<file path="src/rtl/regfile_dump_reader.sv">
// Register-file dump reader: walks FIRST_REG..LAST_REG through a spare
// async read port and streams each word out on a valid/ready handshake.
module regfile_dump_reader #(
  parameter int ADDR_W    = 5,
  parameter int DATA_W    = 32,
  parameter int FIRST_REG = 0,
  parameter int LAST_REG  = 31
) (
  input  logic              clk,
  input  logic              rst_n,
  input  logic              start,
  output logic              busy,
  output logic              done,
  output logic [ADDR_W-1:0] rd_addr,
  input  logic [DATA_W-1:0] rd_data,
  output logic              out_valid,
  input  logic              out_ready,
  output logic [DATA_W-1:0] out_data,
  output logic [ADDR_W-1:0] out_addr,
  output logic              out_last
);

  typedef enum logic [1:0] {
    IDLE,
    FETCH,
    SEND,
    DONE
  } state_e;

  localparam logic [ADDR_W-1:0] FIRST = ADDR_W'(FIRST_REG);
  localparam logic [ADDR_W-1:0] LAST  = ADDR_W'(LAST_REG);
  localparam logic [ADDR_W-1:0] ONE   = ADDR_W'(1);

  state_e              state_q;
  logic [ADDR_W-1:0]   ptr_q;
  logic [ADDR_W-1:0]   rd_addr_q;
  logic                busy_q;
  logic                done_q;
  logic                out_valid_q;
  logic [DATA_W-1:0]   out_data_q;
  logic [ADDR_W-1:0]   out_addr_q;
  logic                out_last_q;

  // rd_addr is kept as its own register so it tracks ptr in FETCH/SEND
  // and reads 0 in IDLE/DONE without any combinational decode.
  always_ff @(posedge clk or negedge rst_n) begin
    if (!rst_n) begin
      state_q     <= IDLE;
      ptr_q       <= FIRST;
      rd_addr_q   <= '0;
      busy_q      <= 1'b0;
      done_q      <= 1'b0;
      out_valid_q <= 1'b0;
      out_data_q  <= '0;
      out_addr_q  <= '0;
      out_last_q  <= 1'b0;
    end else begin
      done_q <= 1'b0;
      unique case (state_q)
        IDLE: begin
          if (start) begin
            ptr_q     <= FIRST;
            rd_addr_q <= FIRST;
            busy_q    <= 1'b1;
            state_q   <= FETCH;
          end
        end
        FETCH: begin
          out_data_q  <= rd_data;
          out_addr_q  <= ptr_q;
          out_last_q  <= (ptr_q == LAST);
          out_valid_q <= 1'b1;
          state_q     <= SEND;
        end
        SEND: begin
          if (out_ready) begin
            out_valid_q <= 1'b0;
            if (out_last_q) begin
              rd_addr_q <= '0;
              done_q    <= 1'b1;
              state_q   <= DONE;
            end else begin
              ptr_q     <= ptr_q + ONE;
              rd_addr_q <= ptr_q + ONE;
              state_q   <= FETCH;
            end
          end
        end
        DONE: begin
          busy_q  <= 1'b0;
          state_q <= IDLE;
        end
        default: begin
          state_q <= IDLE;
        end
      endcase
    end
  end

  assign busy      = busy_q;
  assign done      = done_q;
  assign rd_addr   = rd_addr_q;
  assign out_valid = out_valid_q;
  assign out_data  = out_data_q;
  assign out_addr  = out_addr_q;
  assign out_last  = out_last_q;

endmodule

</file>
<file path="config.mk">
export PLATFORM = sky130hd
export DESIGN_NAME = regfile_dump_reader
export DESIGN_NICKNAME = d
export VERILOG_FILES = /design/src/rtl/regfile_dump_reader.sv
export SDC_FILE = /design/constraint.sdc
export NUM_CORES = 1
export LEC_CHECK = 0
export BUFFER_PORTS_ARGS = -buffer_cell sky130_fd_sc_hd__buf_2
export CAP_MARGIN = 20
export CORE_AREA = 10 10 94 96
export CTS_CLUSTER_SIZE = 8
export DETAILED_ROUTE_END_ITERATION = 8
export DIE_AREA = 0 0 104 106
export GPL_TIMING_DRIVEN = 0
export PLACE_DENSITY = 0.57
export SLEW_MARGIN = 20
export SYNTH_ARGS = -nofsm -noshare
export SYNTH_HDL_FRONTEND = slang
export SYNTH_SLANG_ARGS = --single-unit
</file>
<file path="constraint.sdc">
create_clock -name clk -period 3.55 [get_ports clk]
set_input_delay 0.71 -clock clk [delete_from_list [all_inputs] [get_ports clk]]
set_output_delay 0.71 -clock clk [all_outputs]
set_load 0.01 [all_outputs]
</file>
* Yosys cells after proc, flatten, opt, wreduce, memory -nomap -nowiden
Index checks and enable logic that the tools add are counted.
** Storage, ports and cells
- Logic and storage cells :: 44
- Register bits :: 53
** Cells by class
- Reductions and logical operators :: 9
- $add $sub $neg :: 1
- Equality and inequality tests :: 7
- Muxes and demuxes :: 18
** Operator list (count)
- two-way mux 5 bit :: 5
- case mux 5 bit (2 select lines) :: 2
- case mux 2 bit (4 select lines) :: 1
- two-way mux 2 bit :: 3
- inequality test 2 bit, second input constant :: 3
- AND reduction 2 bit :: 3
- nonzero test 2 bit :: 3
- adder 5 x 1 -> 5 bit, second input constant :: 1
- == test 5 bit, second input constant :: 1
- two-way mux 1 bit :: 5
- == test 2 bit, second input constant :: 2
- case mux 1 bit (2 select lines) :: 2
- AND reduction 4 bit :: 1
- AND reduction 3 bit :: 1
- == test 2 x 1 -> 1 bit, second input constant :: 1
- zero test 2 bit :: 1

* Longest topological paths before layout
Gate-level depths: netlist (run 1).
- Word-level depth :: 4
- Mapped depth :: 4
- Gate-level depth less buffers :: 4

* Least setup slack after synthesis (run 1)
No wires, ideal clock.
- Path kind :: reg-to-reg
- Start point :: register ptr_q[0]
- End point :: register rd_addr_q[4], in the netlist rd_addr[4]
- Setup slack :: 2168 ps
- Data arrival time :: 1261 ps
- Cell stages (with the launch flop) :: 5
- Buffers on the path :: 0
- Data required time :: 3429 ps
- Cell sequence :: dfrtp_1 > ha_1 > and3_1 > ha_1 > a22o_1
** Between the ends
- Longest elaborated chain between the ends :: 4
** Ends and longest elaborated chain
- from (decl) :: RTL line 35 : logic [ADDR_W-1:0] ptr_q;
- from (signal assigned) :: RTL line 83 : ptr_q <= ptr_q + ONE;
- adder 5 x 1 -> 5 bit :: RTL line 84 : rd_addr_q <= ptr_q + ONE;
- two-way mux 5 bit :: RTL line 78 : if (out_last_q) begin
- two-way mux 5 bit :: RTL line 76 : if (out_ready) begin
- case mux 5 bit (2 select lines) :: RTL line 59 : unique case (state_q)
- to (signal assigned) :: RTL line 84
- to (decl) :: RTL line 36 : logic [ADDR_W-1:0] rd_addr_q;
No other way between the ends. The select of a mux whose other input is x is not followed.
A chain may end at the register's enable or synchronous reset.

* Worst setup path in the final report (run 1)
- Start point :: register out_last_q, in the netlist out_last
- End point :: output out_last
** RTL lines
- from (decl) :: RTL line 42 : logic out_last_q;
- from (signal assigned) :: RTL line 71 : out_last_q <= (ptr_q == LAST);
- to (decl) :: RTL line 20 : output logic out_last
No word-level cell between the ends.

==> run_summary.xml, run 1 <==
<?xml version="1.0" encoding="UTF-8"?>
<metrics>
  <group name="global_routing">
    <metric name="grt_pass1_wl" unit="mm">7.93</metric>
    <metric name="grt_antenna_before_repair" unit="">0</metric>
    <metric name="globalRouteOverflowTotal" unit="">0</metric>
    <metric name="grt_start_max_net_pins" unit="">54</metric>
    <metric name="globalRouteTotalUtil" unit="">0.0877</metric>
    <metric name="vias_in_the_first_global_route" unit="">1489</metric>
  </group>
  <group name="floorplanning">
    <metric name="die_w" unit="um">104</metric>
    <metric name="fp.dieH" unit="um">106</metric>
    <metric name="design.die.area" unit="sq um">11000</metric>
    <metric name="fp-row-count" unit="">31</metric>
    <metric name="floorplan.initialDensity" unit="">0.291</metric>
    <metric name="io_pins" unit="">82</metric>
    <metric name="core_area" unit="sq um">7060</metric>
  </group>
  <group name="synthesis">
    <metric name="synth-edff-count" unit="">0</metric>
    <metric name="mappedNetlistArea" unit="sq um">2060</metric>
    <metric name="yosys_warnings" unit="">0</metric>
    <metric name="yosys_register_bits" unit="">53</metric>
    <metric name="most_used_flip_flop_cell_after_synthesis" unit="">sky130_fd_sc_hd__dfrtp_1</metric>
    <metric name="postSynthCellCount" unit="">130</metric>
    <metric name="postSynthNetCount" unit="">168</metric>
    <metric name="synthArstFlopShare" unit="">1.00</metric>
    <metric name="syn_area_per_cell" unit="sq um">15.8</metric>
    <metric name="synth_cell_types" unit="">21</metric>
    <metric name="synth_seq_area_share" unit="">0.645</metric>
  </group>
  <group name="clock_network">
    <metric name="clock_insertion_delay_worst_skew" unit="ps">300</metric>
    <metric name="cts_buffers" unit="">5</metric>
    <metric name="cts_max_level" unit="">2</metric>
    <metric name="cts.clk_slew.worst_paths" unit="ps">100</metric>
    <metric name="cts_root_buffer" unit="">sky130_fd_sc_hd__clkbuf_8</metric>
    <metric name="clock_sink_count" unit="">53</metric>
    <metric name="cts-resized-gates" unit="">0</metric>
    <metric name="cts-hold-fix-buffers" unit="">0</metric>
    <metric name="postCtsSetupBuffers" unit="">0</metric>
    <metric name="clk_path_buf_depth" unit="">2</metric>
    <metric name="cts_tree" unit="">yes</metric>
  </group>
  <group name="final_layout">
    <metric name="final_nets" unit="">256</metric>
    <metric name="commonest_non_fill_non_tap_cell_in_the_layout" unit="">sky130_fd_sc_hd__buf_2</metric>
    <metric name="most_used_cells_in_the_layout_excluding_fill_and_tap_cells" unit="">80 x sky130_fd_sc_hd__buf_2, 53 x sky130_fd_sc_hd__dfrtp_1, 30 x sky130_fd_sc_hd__mux2_2</metric>
    <metric name="layout-area-overhead-vs-synth" unit="%">30.0</metric>
    <metric name="filler_cell_count" unit="">714</metric>
    <metric name="drive_above_1_share" unit="">0.566</metric>
    <metric name="n_antenna_cell" unit="">0</metric>
  </group>
  <group name="critical_path">
    <metric name="path_delay_family" unit="">flip-flops</metric>
    <metric name="critical_path.max_stage_delay" unit="ps">420</metric>
    <metric name="crit_chain" unit="">buf_2</metric>
    <metric name="worst_path_max_delay_cell" unit="">sky130_fd_sc_hd__dfrtp_1</metric>
    <metric name="critPathCaptureType" unit="">primary output</metric>
    <metric name="cp.arrival" unit="ps">880</metric>
    <metric name="cp_max_fo" unit="">6</metric>
    <metric name="required" unit="ps">2840</metric>
    <metric name="worst-setup-path-type" unit="">reg -&gt; out</metric>
    <metric name="critical_path_buf_inv_count" unit="">1</metric>
    <metric name="critical_path.startpoint_type" unit="">flop</metric>
  </group>
  <group name="sta">
    <metric name="timing.clock.skew" unit="ps">5.83</metric>
    <metric name="worst-slew-pin-transition" unit="ps">660</metric>
    <metric name="min_period" unit="ps">1590</metric>
    <metric name="worst_hold_slack" unit="ps">429</metric>
    <metric name="maxSlewHeadroom" unit="">0.560</metric>
    <metric name="final.setup.tns" unit="ps">0</metric>
    <metric name="fmaxAchievable" unit="GHz">0.628</metric>
    <metric name="finalMaxSlewViolations" unit="">0</metric>
    <metric name="period_share" unit="">0.448</metric>
    <metric name="hold_violations" unit="">0</metric>
    <metric name="rsz0062_at_grt" unit="">false</metric>
    <metric name="setup_viol" unit="">0</metric>
  </group>
  <group name="job">
    <metric name="drv.max_cap_violation_count" unit="">0</metric>
  </group>
  <group name="placed_design">
    <metric name="hpwlAfterDp" unit="mm">3.52</metric>
    <metric name="gp_routability_congestion" unit="">0.727</metric>
    <metric name="port_buffers" unit="">81</metric>
  </group>
  <group name="drt">
    <metric name="route.detailed.vias_per_inst" unit="">4.23</metric>
    <metric name="drt_drc_violations_left" unit="">0</metric>
    <metric name="drtPass1Iterations" unit="">4</metric>
    <metric name="detail-route-antenna-nets" unit="">0</metric>
    <metric name="detailedRoute.firstIterationViolations" unit="">21</metric>
    <metric name="detailroute.via_count" unit="">1345</metric>
    <metric name="drt_wl_total" unit="mm">4.60</metric>
    <metric name="wl_per_cell" unit="um">14.4</metric>
  </group>
  <group name="outcome">
    <metric name="result_of_the_run" unit="">finished, final reports clean</metric>
  </group>
  <group name="power">
    <metric name="ir_drop" unit="uV">312</metric>
    <metric name="power_density" unit="nW/um^2">823</metric>
    <metric name="p_leak" unit="nW">1.36</metric>
  </group>
  <group name="min_path">
    <metric name="worst_hold_path_type" unit="">in -&gt; async</metric>
  </group>
</metrics>
==> logic make-up (layout without fill, tap and decap cells) <==
family | Yosys count | count (layout) | synth area share
and+or+nand+nor | 11 | 11 | 0.0371
adders and majority gates | 2 | 2 | 0.0122
buffers and inverters | 7 | 96 | 0.0237
xor gates and xnor gates | 2 | 2 | 0.00852
AOI/OAI and AO/OA | 16 | 16 | 0.0602
muxes | 39 | 39 | 0.214
DFF | 53 | 53 | 0.645
==> synthesized netlist by cell type, types with 2 or more instances <==
cell type	n	area share
sky130_fd_sc_hd__dfrtp_1	53	0.64
sky130_fd_sc_hd__mux2_2	30	0.16
sky130_fd_sc_hd__mux2_1	9	0.049
sky130_fd_sc_hd__a22o_1	6	0.026
sky130_fd_sc_hd__a21o_1	4	0.015
sky130_fd_sc_hd__inv_1	3	0.0055
sky130_fd_sc_hd__o2bb2ai_1	3	0.013
sky130_fd_sc_hd__a21oi_1	2	0.0049
sky130_fd_sc_hd__and3_1	2	0.0061
sky130_fd_sc_hd__buf_4	2	0.0073
sky130_fd_sc_hd__buf_6	2	0.011
sky130_fd_sc_hd__ha_1	2	0.012
sky130_fd_sc_hd__nand2b_1	2	0.0061
sky130_fd_sc_hd__nand3b_1	2	0.0073
sky130_fd_sc_hd__xor2_1	2	0.0085
==> final timing paths <==
| check | to | from | depth (start not counted) | slack [ps] |
|---|---|---|---|---|
| min in group clk | out_data[3] | out_data[3] | 1 | 480 |
| worst max register to register | out_data[1] | state_q[0] | 4 | 2030 |
| worst max-delay path | out_last | out_last | 1 | 1960 |
| max in group asynchronous | out_data[9] | rst_n | 1 | 2680 |
| worst min register to register | out_data[3] | out_data[3] | 1 | 480 |
| worst min-delay path | done | rst_n | 1 | 430 |
==> where the power goes <==
group          leakage [nW]  internal, mW  switching, mW
logic                 0.661         0.464          0.421
registers             0.656         0.848          0.129
clock network        0.0456         0.141          0.198
total                  1.36          1.45          0.748
==> flip-flops by register name (all words and copies together), names as in the netlist <==
name       cells
busy           1
done           1
out_last       1
state_q        2
out_data      32
out_valid      1
ptr_q          5
out_addr       5
rd_addr        5
==> area by class of cell <==
cell class | count | area, sq um | share of cell area
flip-flops and latches | 53 | 1330 | 0.496
multi-input cells | 70 | 682 | 0.255
repair buffers | 81 | 408 | 0.152
well taps | 99 | 124 | 0.0463
clock buffers | 6 | 72.6 | 0.0271
plain buffers | 4 | 37.5 | 0.0140
clock inverters | 2 | 13.8 | 0.00514
inverters | 3 | 11.3 | 0.00421
==> metrics by stage <==
stage / utilization / setup slack [ps] / power, mW / instances / cell area [sq um]
floorplan: - / 2170 / 1.54 / 130 / 2060
global placement: 0.366 / 1750 / 1.89 / 310 / 2590
detailed placement: 0.367 / 1900 / 1.90 / 310 / 2590
CTS: 0.379 / 1940 / 2.26 / 318 / 2680
global route: 0.379 / 1890 / 2.38 / 318 / 2680
finish: 0.379 / 1960 / 2.20 / 318 / 2680
==> layer usage <==
metal  global-route usage  wire length, um  part of all wire  vias to the layer above
li1                     -                -                 -                      644
met1                0.115             2170              0.47                      642
met2                0.127             2010              0.44                       53
met3               0.0332              337             0.073                        6
met4               0.0358               85             0.018                        0
met5                    0                0                 0                        -
Note: power is estimated with default switching activity, not from simulation.
==> run 2: changes to the inputs <==
ABC_AREA = 1   (was default)
CORE_AREA = 10 10 96 98   (was 10 10 94 96)
DIE_AREA = 0 0 106 108   (was 0 0 104 106)
clock period = 1.6 ns   (was 3.55 ns; I/O delays follow)
==> run_summary.xml, run 2 <==
<?xml version="1.0" encoding="UTF-8"?>
<metrics>
  <group name="outcome">
    <metric name="result_of_the_run" unit="">finished, final reports clean</metric>
  </group>
  <group name="power">
    <metric name="ir_drop" unit="uV">497</metric>
    <metric name="power_density" unit="nW/um^2">1890</metric>
    <metric name="p_leak" unit="nW">1.64</metric>
  </group>
  <group name="clock_network">
    <metric name="postCtsSetupBuffers" unit="">0</metric>
    <metric name="cts_max_level" unit="">2</metric>
    <metric name="cts-hold-fix-buffers" unit="">0</metric>
    <metric name="cts_buffers" unit="">5</metric>
    <metric name="clock_sink_count" unit="">53</metric>
    <metric name="clk_path_buf_depth" unit="">2</metric>
    <metric name="cts-resized-gates" unit="">0</metric>
    <metric name="cts_tree" unit="">yes</metric>
    <metric name="cts.clk_slew.worst_paths" unit="ps">100</metric>
    <metric name="clock_insertion_delay_worst_skew" unit="ps">300</metric>
    <metric name="cts_root_buffer" unit="">sky130_fd_sc_hd__clkbuf_8</metric>
  </group>
  <group name="final_layout">
    <metric name="n_antenna_cell" unit="">0</metric>
    <metric name="layout-area-overhead-vs-synth" unit="%">30.2</metric>
    <metric name="most_used_cells_in_the_layout_excluding_fill_and_tap_cells" unit="">97 x sky130_fd_sc_hd__nand2_1, 86 x sky130_fd_sc_hd__buf_2, 53 x sky130_fd_sc_hd__dfrtp_1</metric>
    <metric name="final_nets" unit="">360</metric>
    <metric name="area_of_the_multi_input_gates" unit="sq um">721</metric>
    <metric name="layoutNonFillerInstCount" unit="">425</metric>
    <metric name="max_reg_flops" unit="">32</metric>
    <metric name="drive_above_1_share" unit="">0.331</metric>
    <metric name="register_area" unit="sq um">1330</metric>
    <metric name="commonest_non_fill_non_tap_cell_in_the_layout" unit="">sky130_fd_sc_hd__nand2_1</metric>
    <metric name="filler_cell_count" unit="">813</metric>
  </group>
  <group name="placed_design">
    <metric name="place_ws" unit="ps">241</metric>
    <metric name="dpl.cell_count" unit="">417</metric>
    <metric name="hpwlAfterDp" unit="mm">4.40</metric>
    <metric name="port_buffers" unit="">81</metric>
    <metric name="gp_routability_congestion" unit="">0.788</metric>
  </group>
  <group name="floorplanning">
    <metric name="die_w" unit="um">106</metric>
    <metric name="io_pins" unit="">82</metric>
    <metric name="design.die.area" unit="sq um">11400</metric>
    <metric name="fp.dieH" unit="um">108</metric>
    <metric name="fp-row-count" unit="">32</metric>
    <metric name="core_area" unit="sq um">7450</metric>
    <metric name="floorplan.initialDensity" unit="">0.290</metric>
  </group>
  <group name="drt">
    <metric name="detailedRoute.firstIterationViolations" unit="">69</metric>
    <metric name="drtPass1Iterations" unit="">4</metric>
    <metric name="detail-route-antenna-nets" unit="">0</metric>
    <metric name="wl_per_cell" unit="um">14.1</metric>
    <metric name="drt_drc_violations_left" unit="">0</metric>
    <metric name="drt_wl_total" unit="mm">6.00</metric>
    <metric name="detailroute.via_count" unit="">1850</metric>
    <metric name="route.detailed.vias_per_inst" unit="">4.35</metric>
  </group>
  <group name="sta">
    <metric name="finalMaxSlewViolations" unit="">0</metric>
    <metric name="postLayoutSetupSlackWorst" unit="ps">243</metric>
    <metric name="final.setup.tns" unit="ps">0</metric>
    <metric name="maxSlewHeadroom" unit="">0.545</metric>
    <metric name="timing.clock.skew" unit="ps">3.52</metric>
    <metric name="setup_viol" unit="">0</metric>
    <metric name="period_share" unit="">0.848</metric>
    <metric name="hold_violations" unit="">0</metric>
    <metric name="min_period" unit="ps">1360</metric>
    <metric name="fmaxAchievable" unit="GHz">0.737</metric>
    <metric name="worst-slew-pin-transition" unit="ps">682</metric>
    <metric name="rsz0062_at_grt" unit="">false</metric>
  </group>
  <group name="critical_path">
    <metric name="cp.arrival" unit="ps">1550</metric>
    <metric name="critical_path.max_stage_delay" unit="ps">450</metric>
    <metric name="critical_path.startpoint_type" unit="">flop</metric>
    <metric name="critPathCaptureType" unit="">flop</metric>
    <metric name="required" unit="ps">1790</metric>
    <metric name="worst-setup-path-type" unit="">reg -&gt; reg</metric>
    <metric name="worst_path_max_delay_cell" unit="">sky130_fd_sc_hd__dfrtp_1</metric>
    <metric name="cp_max_fo" unit="">5</metric>
    <metric name="rr_worst_depth" unit="">6</metric>
    <metric name="crit_chain" unit="">ha_1 &gt; nand2_1 &gt; nor2_1 &gt; ha_1 &gt; nand3_1 &gt; nand2_1</metric>
  </group>
  <group name="global_routing">
    <metric name="grt_pass1_wl" unit="mm">9.96</metric>
    <metric name="grt_start_max_net_pins" unit="">54</metric>
    <metric name="globalRouteTotalUtil" unit="">0.107</metric>
    <metric name="globalRouteOverflowTotal" unit="">0</metric>
    <metric name="vias_in_the_first_global_route" unit="">1960</metric>
    <metric name="grt_antenna_before_repair" unit="">0</metric>
  </group>
  <group name="synthesis">
    <metric name="synth.most_common_cell" unit="">sky130_fd_sc_hd__nand2_1</metric>
    <metric name="synth-edff-count" unit="">0</metric>
    <metric name="synthArstFlopShare" unit="">1.00</metric>
    <metric name="yosys_register_bits" unit="">53</metric>
    <metric name="synth_area_leader_cell" unit="">sky130_fd_sc_hd__dfrtp_1</metric>
    <metric name="synth.cells.most_frequent" unit="">97 x sky130_fd_sc_hd__nand2_1, 53 x sky130_fd_sc_hd__dfrtp_1, 45 x sky130_fd_sc_hd__nand3_1, 7 x sky130_fd_sc_hd__inv_1, 6 x sky130_fd_sc_hd__buf_2</metric>
    <metric name="synth_seq_area_share" unit="">0.614</metric>
    <metric name="mappedNetlistArea" unit="sq um">2160</metric>
    <metric name="netlist.area_leader.share" unit="">0.614</metric>
    <metric name="synth_cell_types" unit="">19</metric>
    <metric name="yosys_warnings" unit="">0</metric>
    <metric name="postSynthCellCount" unit="">234</metric>
    <metric name="syn_area_per_cell" unit="sq um">9.23</metric>
    <metric name="postSynthNetCount" unit="">272</metric>
    <metric name="most_used_flip_flop_cell_after_synthesis" unit="">sky130_fd_sc_hd__dfrtp_1</metric>
    <metric name="post_synth_main_area_contributors" unit="">sky130_fd_sc_hd__dfrtp_1 61%, sky130_fd_sc_hd__nand2_1 17%, sky130_fd_sc_hd__nand3_1 10%</metric>
  </group>
  <group name="job">
    <metric name="drv.max_cap_violation_count" unit="">0</metric>
  </group>
  <group name="min_path">
    <metric name="worst_hold_path_type" unit="">in -&gt; async</metric>
  </group>
</metrics>
[run 2: worst max-delay path: cells and delay by family (launching register included)]
kind | cells | cell delay [ps]
flip-flops | 1 | 450
AND/OR/NAND/NOR | 4 | 300
adder cells (fa/ha/maj) | 2 | 490
[run 2: cell type report]
type | count | share of cell area
Clock inverter | 1 | 0.0107
Multi-Input combinational cell | 161 | 0.256
Timing Repair Buffer | 81 | 0.145
Tap cell | 102 | 0.0454
Inverter | 8 | 0.0107
Buffer | 12 | 0.0294
Clock buffer | 7 | 0.0307
Sequential cell | 53 | 0.472
[run 2: power breakdown]
part	internal (mW)	switching, mW	leakage [nW]
logic	0.837	1.42	0.910
registers	1.85	0.256	0.673
clock network	0.511	0.442	0.0585
total	3.20	2.12	1.64
[run 2: through the flow]
step                power, mW  hold slack, ps  cell area (sq um)  utilization
floorplan                3.51            24.4               2160            -
finish                   5.31            41.0               2810        0.378
global route             5.81            99.4               2810        0.378
global placement         4.41             448               2690        0.362
CTS                      5.44            73.8               2810        0.378
detailed placement       4.46             418               2700        0.362
[run 2: cells by family after synthesis]
group | synth area share
AO/OA/AOI/OAI | 0.0139
XOR/XNOR | 0.00406
adder cells (fa/ha/maj) | 0.0116
buffers and inverters | 0.0521
flip-flops | 0.614
AND/OR/NAND/NOR | 0.304
[run 2: per-layer routing]
layer | global-route usage | wire length, um | up-vias
met5 | 0 | 0 | -
met1 | 0.133 | 2690 | 864
met2 | 0.167 | 2750 | 54
met3 | 0.0410 | 427 | 10
met4 | 0.0358 | 125 | 0
li1 | - | - | 922
[run 2: path summary, 6_finish.rpt]
kind	startpoint	to	slack (ps)
setup / recovery	ptr_q[1]	rd_addr[4]	240
hold / removal	rst_n	out_data[31]	40
setup reg to reg	ptr_q[1]	rd_addr[4]	240
hold reg to reg	out_addr[4]	out_addr[4]	470
max in group asynchronous	rst_n	ptr_q[2]	1090
min in group clk	rd_data[12]	out_data[12]	240
==> run 3: changes to the inputs <==
ABC_AREA = 0   (was 1)
CORE_AREA = 10 10 94 96   (was 10 10 96 98)
DIE_AREA = 0 0 104 106   (was 0 0 106 108)
clock period = 1.3 ns   (was 1.6 ns; I/O delays follow)
==> run_summary.xml, run 3 (same netlist as run 1, synthesis figures left out) <==
<?xml version="1.0" encoding="UTF-8"?>
<metrics>
  <group name="outcome">
    <metric name="result_of_the_run" unit="">complete, but fails checks</metric>
    <metric name="violations" unit="">hold timing, setup timing</metric>
  </group>
  <group name="drt">
    <metric name="detailroute.via_count" unit="">1429</metric>
    <metric name="detailedRoute.firstIterationViolations" unit="">27</metric>
    <metric name="wl_per_cell" unit="um">15.2</metric>
    <metric name="drt_wl_total" unit="mm">5.01</metric>
    <metric name="drtPass1Iterations" unit="">4</metric>
    <metric name="detail-route-antenna-nets" unit="">0</metric>
    <metric name="drt_drc_violations_left" unit="">0</metric>
    <metric name="route.detailed.vias_per_inst" unit="">4.34</metric>
  </group>
  <group name="min_path">
    <metric name="worst_hold_path_type" unit="">in -&gt; async</metric>
  </group>
  <group name="global_routing">
    <metric name="globalRouteOverflowTotal" unit="">0</metric>
    <metric name="globalRouteTotalUtil" unit="">0.0894</metric>
    <metric name="grt_antenna_before_repair" unit="">0</metric>
    <metric name="grt_pass1_wl" unit="mm">8.10</metric>
    <metric name="grt_start_max_net_pins" unit="">54</metric>
    <metric name="vias_in_the_first_global_route" unit="">1556</metric>
  </group>
  <group name="sta">
    <metric name="worst-slew-pin-transition" unit="ps">671</metric>
    <metric name="period_share" unit="">1.01</metric>
    <metric name="finalMaxSlewViolations" unit="">0</metric>
    <metric name="worst_hold_slack" unit="ps">-12.4</metric>
    <metric name="hold_violations" unit="">24</metric>
    <metric name="setup_viol" unit="">4</metric>
    <metric name="fmaxAchievable" unit="GHz">0.761</metric>
    <metric name="rsz0062_at_grt" unit="">true</metric>
    <metric name="maxSlewHeadroom" unit="">0.553</metric>
    <metric name="timing.clock.skew" unit="ps">5.35</metric>
    <metric name="min_period" unit="ps">1310</metric>
    <metric name="postLayoutSetupSlackWorst" unit="ps">-13.5</metric>
  </group>
  <group name="critical_path">
    <metric name="cp_max_fo" unit="">6</metric>
    <metric name="path_delay_family" unit="">flip-flops</metric>
    <metric name="critical_path_buf_inv_count" unit="">2</metric>
    <metric name="crit_chain" unit="">nor2b_4 &gt; buf_8 &gt; clkbuf_16 &gt; mux2_4</metric>
    <metric name="required" unit="ps">1490</metric>
    <metric name="critical_path.max_stage_delay" unit="ps">450</metric>
    <metric name="worst_path_max_delay_cell" unit="">sky130_fd_sc_hd__dfrtp_2</metric>
    <metric name="regToRegEndpoint" unit="">out_data[1]</metric>
    <metric name="ff2ff_setup_slack" unit="ps">-10</metric>
    <metric name="worst-setup-path-type" unit="">reg -&gt; reg</metric>
    <metric name="rr_worst_depth" unit="">4</metric>
    <metric name="critical_path.startpoint_type" unit="">flop</metric>
    <metric name="cp.arrival" unit="ps">1500</metric>
    <metric name="critPathCapture" unit="">out_data[1]</metric>
    <metric name="worst-path-stages" unit="">4</metric>
    <metric name="cp-startpoint" unit="">state_q[1]</metric>
    <metric name="reg2reg_launch_point" unit="">state_q[1]</metric>
    <metric name="critPathCaptureType" unit="">flop</metric>
  </group>
  <group name="final_layout">
    <metric name="register_area" unit="sq um">1330</metric>
    <metric name="filler_cell_count" unit="">682</metric>
    <metric name="final_nets" unit="">267</metric>
    <metric name="layout-area-overhead-vs-synth" unit="%">41.5</metric>
    <metric name="postLayoutCellArea" unit="sq um">2910</metric>
    <metric name="most_used_cells_in_the_layout_excluding_fill_and_tap_cells" unit="">80 x sky130_fd_sc_hd__buf_2, 50 x sky130_fd_sc_hd__dfrtp_1, 23 x sky130_fd_sc_hd__mux2_2</metric>
    <metric name="layoutNonFillerInstCount" unit="">329</metric>
    <metric name="area_of_the_multi_input_gates" unit="sq um">791</metric>
    <metric name="drive_above_1_share" unit="">0.652</metric>
    <metric name="max_reg_flops" unit="">32</metric>
    <metric name="n_antenna_cell" unit="">0</metric>
    <metric name="commonest_non_fill_non_tap_cell_in_the_layout" unit="">sky130_fd_sc_hd__buf_2</metric>
  </group>
  <group name="clock_network">
    <metric name="cts_buffers" unit="">5</metric>
    <metric name="clk_path_buf_depth" unit="">2</metric>
    <metric name="cts_root_buffer" unit="">sky130_fd_sc_hd__clkbuf_8</metric>
    <metric name="cts-hold-fix-buffers" unit="">0</metric>
    <metric name="cts.clk_slew.worst_paths" unit="ps">90</metric>
    <metric name="clock_insertion_delay_worst_skew" unit="ps">300</metric>
    <metric name="cts_max_level" unit="">2</metric>
    <metric name="cts_tree" unit="">yes</metric>
    <metric name="clock_sink_count" unit="">53</metric>
  </group>
  <group name="floorplanning">
    <metric name="die_w" unit="um">104</metric>
    <metric name="design.die.area" unit="sq um">11000</metric>
    <metric name="floorplan.initialDensity" unit="">0.291</metric>
    <metric name="fp-row-count" unit="">31</metric>
    <metric name="io_pins" unit="">82</metric>
    <metric name="core_area" unit="sq um">7060</metric>
    <metric name="fp.dieH" unit="um">106</metric>
  </group>
  <group name="job">
    <metric name="drv.max_cap_violation_count" unit="">0</metric>
  </group>
  <group name="placed_design">
    <metric name="dpl.cell_count" unit="">310</metric>
    <metric name="hpwlAfterDp" unit="mm">3.55</metric>
    <metric name="gp_routability_congestion" unit="">0.695</metric>
    <metric name="placedInstanceArea" unit="sq um">2630</metric>
    <metric name="port_buffers" unit="">81</metric>
    <metric name="place_ws" unit="ps">-142</metric>
  </group>
  <group name="power">
    <metric name="power_density" unit="nW/um^2">2300</metric>
    <metric name="ir_drop" unit="uV">672</metric>
    <metric name="total_power" unit="mW">6.70</metric>
    <metric name="p_leak" unit="nW">1.47</metric>
  </group>
</metrics>
[run 3: cell count changes in the layout (fill, tap and decap cells not counted), sizes merged, moves of 3 or more]
cell | before | now
inv | 8 | 3
nand2 | 100 | 1
nand3 | 47 | 1
o21ai | 4 | 1
nor2 | 4 | 0
a22o | 0 | 6
mux2 | 0 | 39
a21o | 0 | 4
o2bb2ai | 0 | 3
[run 3: timing repair]
| item | 4_1_cts | 5_1_grt |
|---|---|---|
| hold endpoints to repair | 0 | 0 |
| setup endpoints to repair | 45 | 39 |
| pin swaps | 1 | 5 |
| gates resized for setup | 9 | 8 |
| buffers inserted | 7 | 3 |
| gates cloned | 0 | 1 |
[run 3: worst min path at each step]
stage	end	startpoint	slack, ps	depth (start not counted)
final	done	rst_n	-10	1
after floorplan	busy	rst_n	-40	0
after CTS	out_addr[4]	rst_n	20	1
after global placement	rd_addr[0]	rd_addr[0]	480	1
after global routing	out_data[2]	rst_n	40	1
after detailed placement	done	rst_n	350	1
[run 3: final cells by class]
type                            instances  share of cell area
Clock inverter                          1             0.00258
Tap cell                               99              0.0426
Timing Repair Buffer                   92               0.179
Sequential cell                        53               0.457
Inverter                                3             0.00387
Multi-Input combinational cell         70               0.272
Clock buffer                            7              0.0262
Buffer                                  4              0.0172
[run 3: layer usage]
layer,routed length [um],up-vias,track usage
li1,-,660,-
met1,2220,712,0.106
met2,2360,53,0.141
met3,353,4,0.0374
met4,75,0,0.0358
met5,0,-,0
[run 3: power breakdown]
group	internal [mW]	switching (mW)
logic	1.79	1.34
registers	2.33	0.342
clock network	0.382	0.518
[run 3: through the flow]
| stage | TNS, ps | util |
|---|---|---|
| floorplan | -242 | - |
| global route | -777 | 0.412 |
| finish | -40.6 | 0.412 |
| CTS | -73.0 | 0.401 |
| global placement | -5890 | 0.373 |
| detailed placement | -2460 | 0.373 |
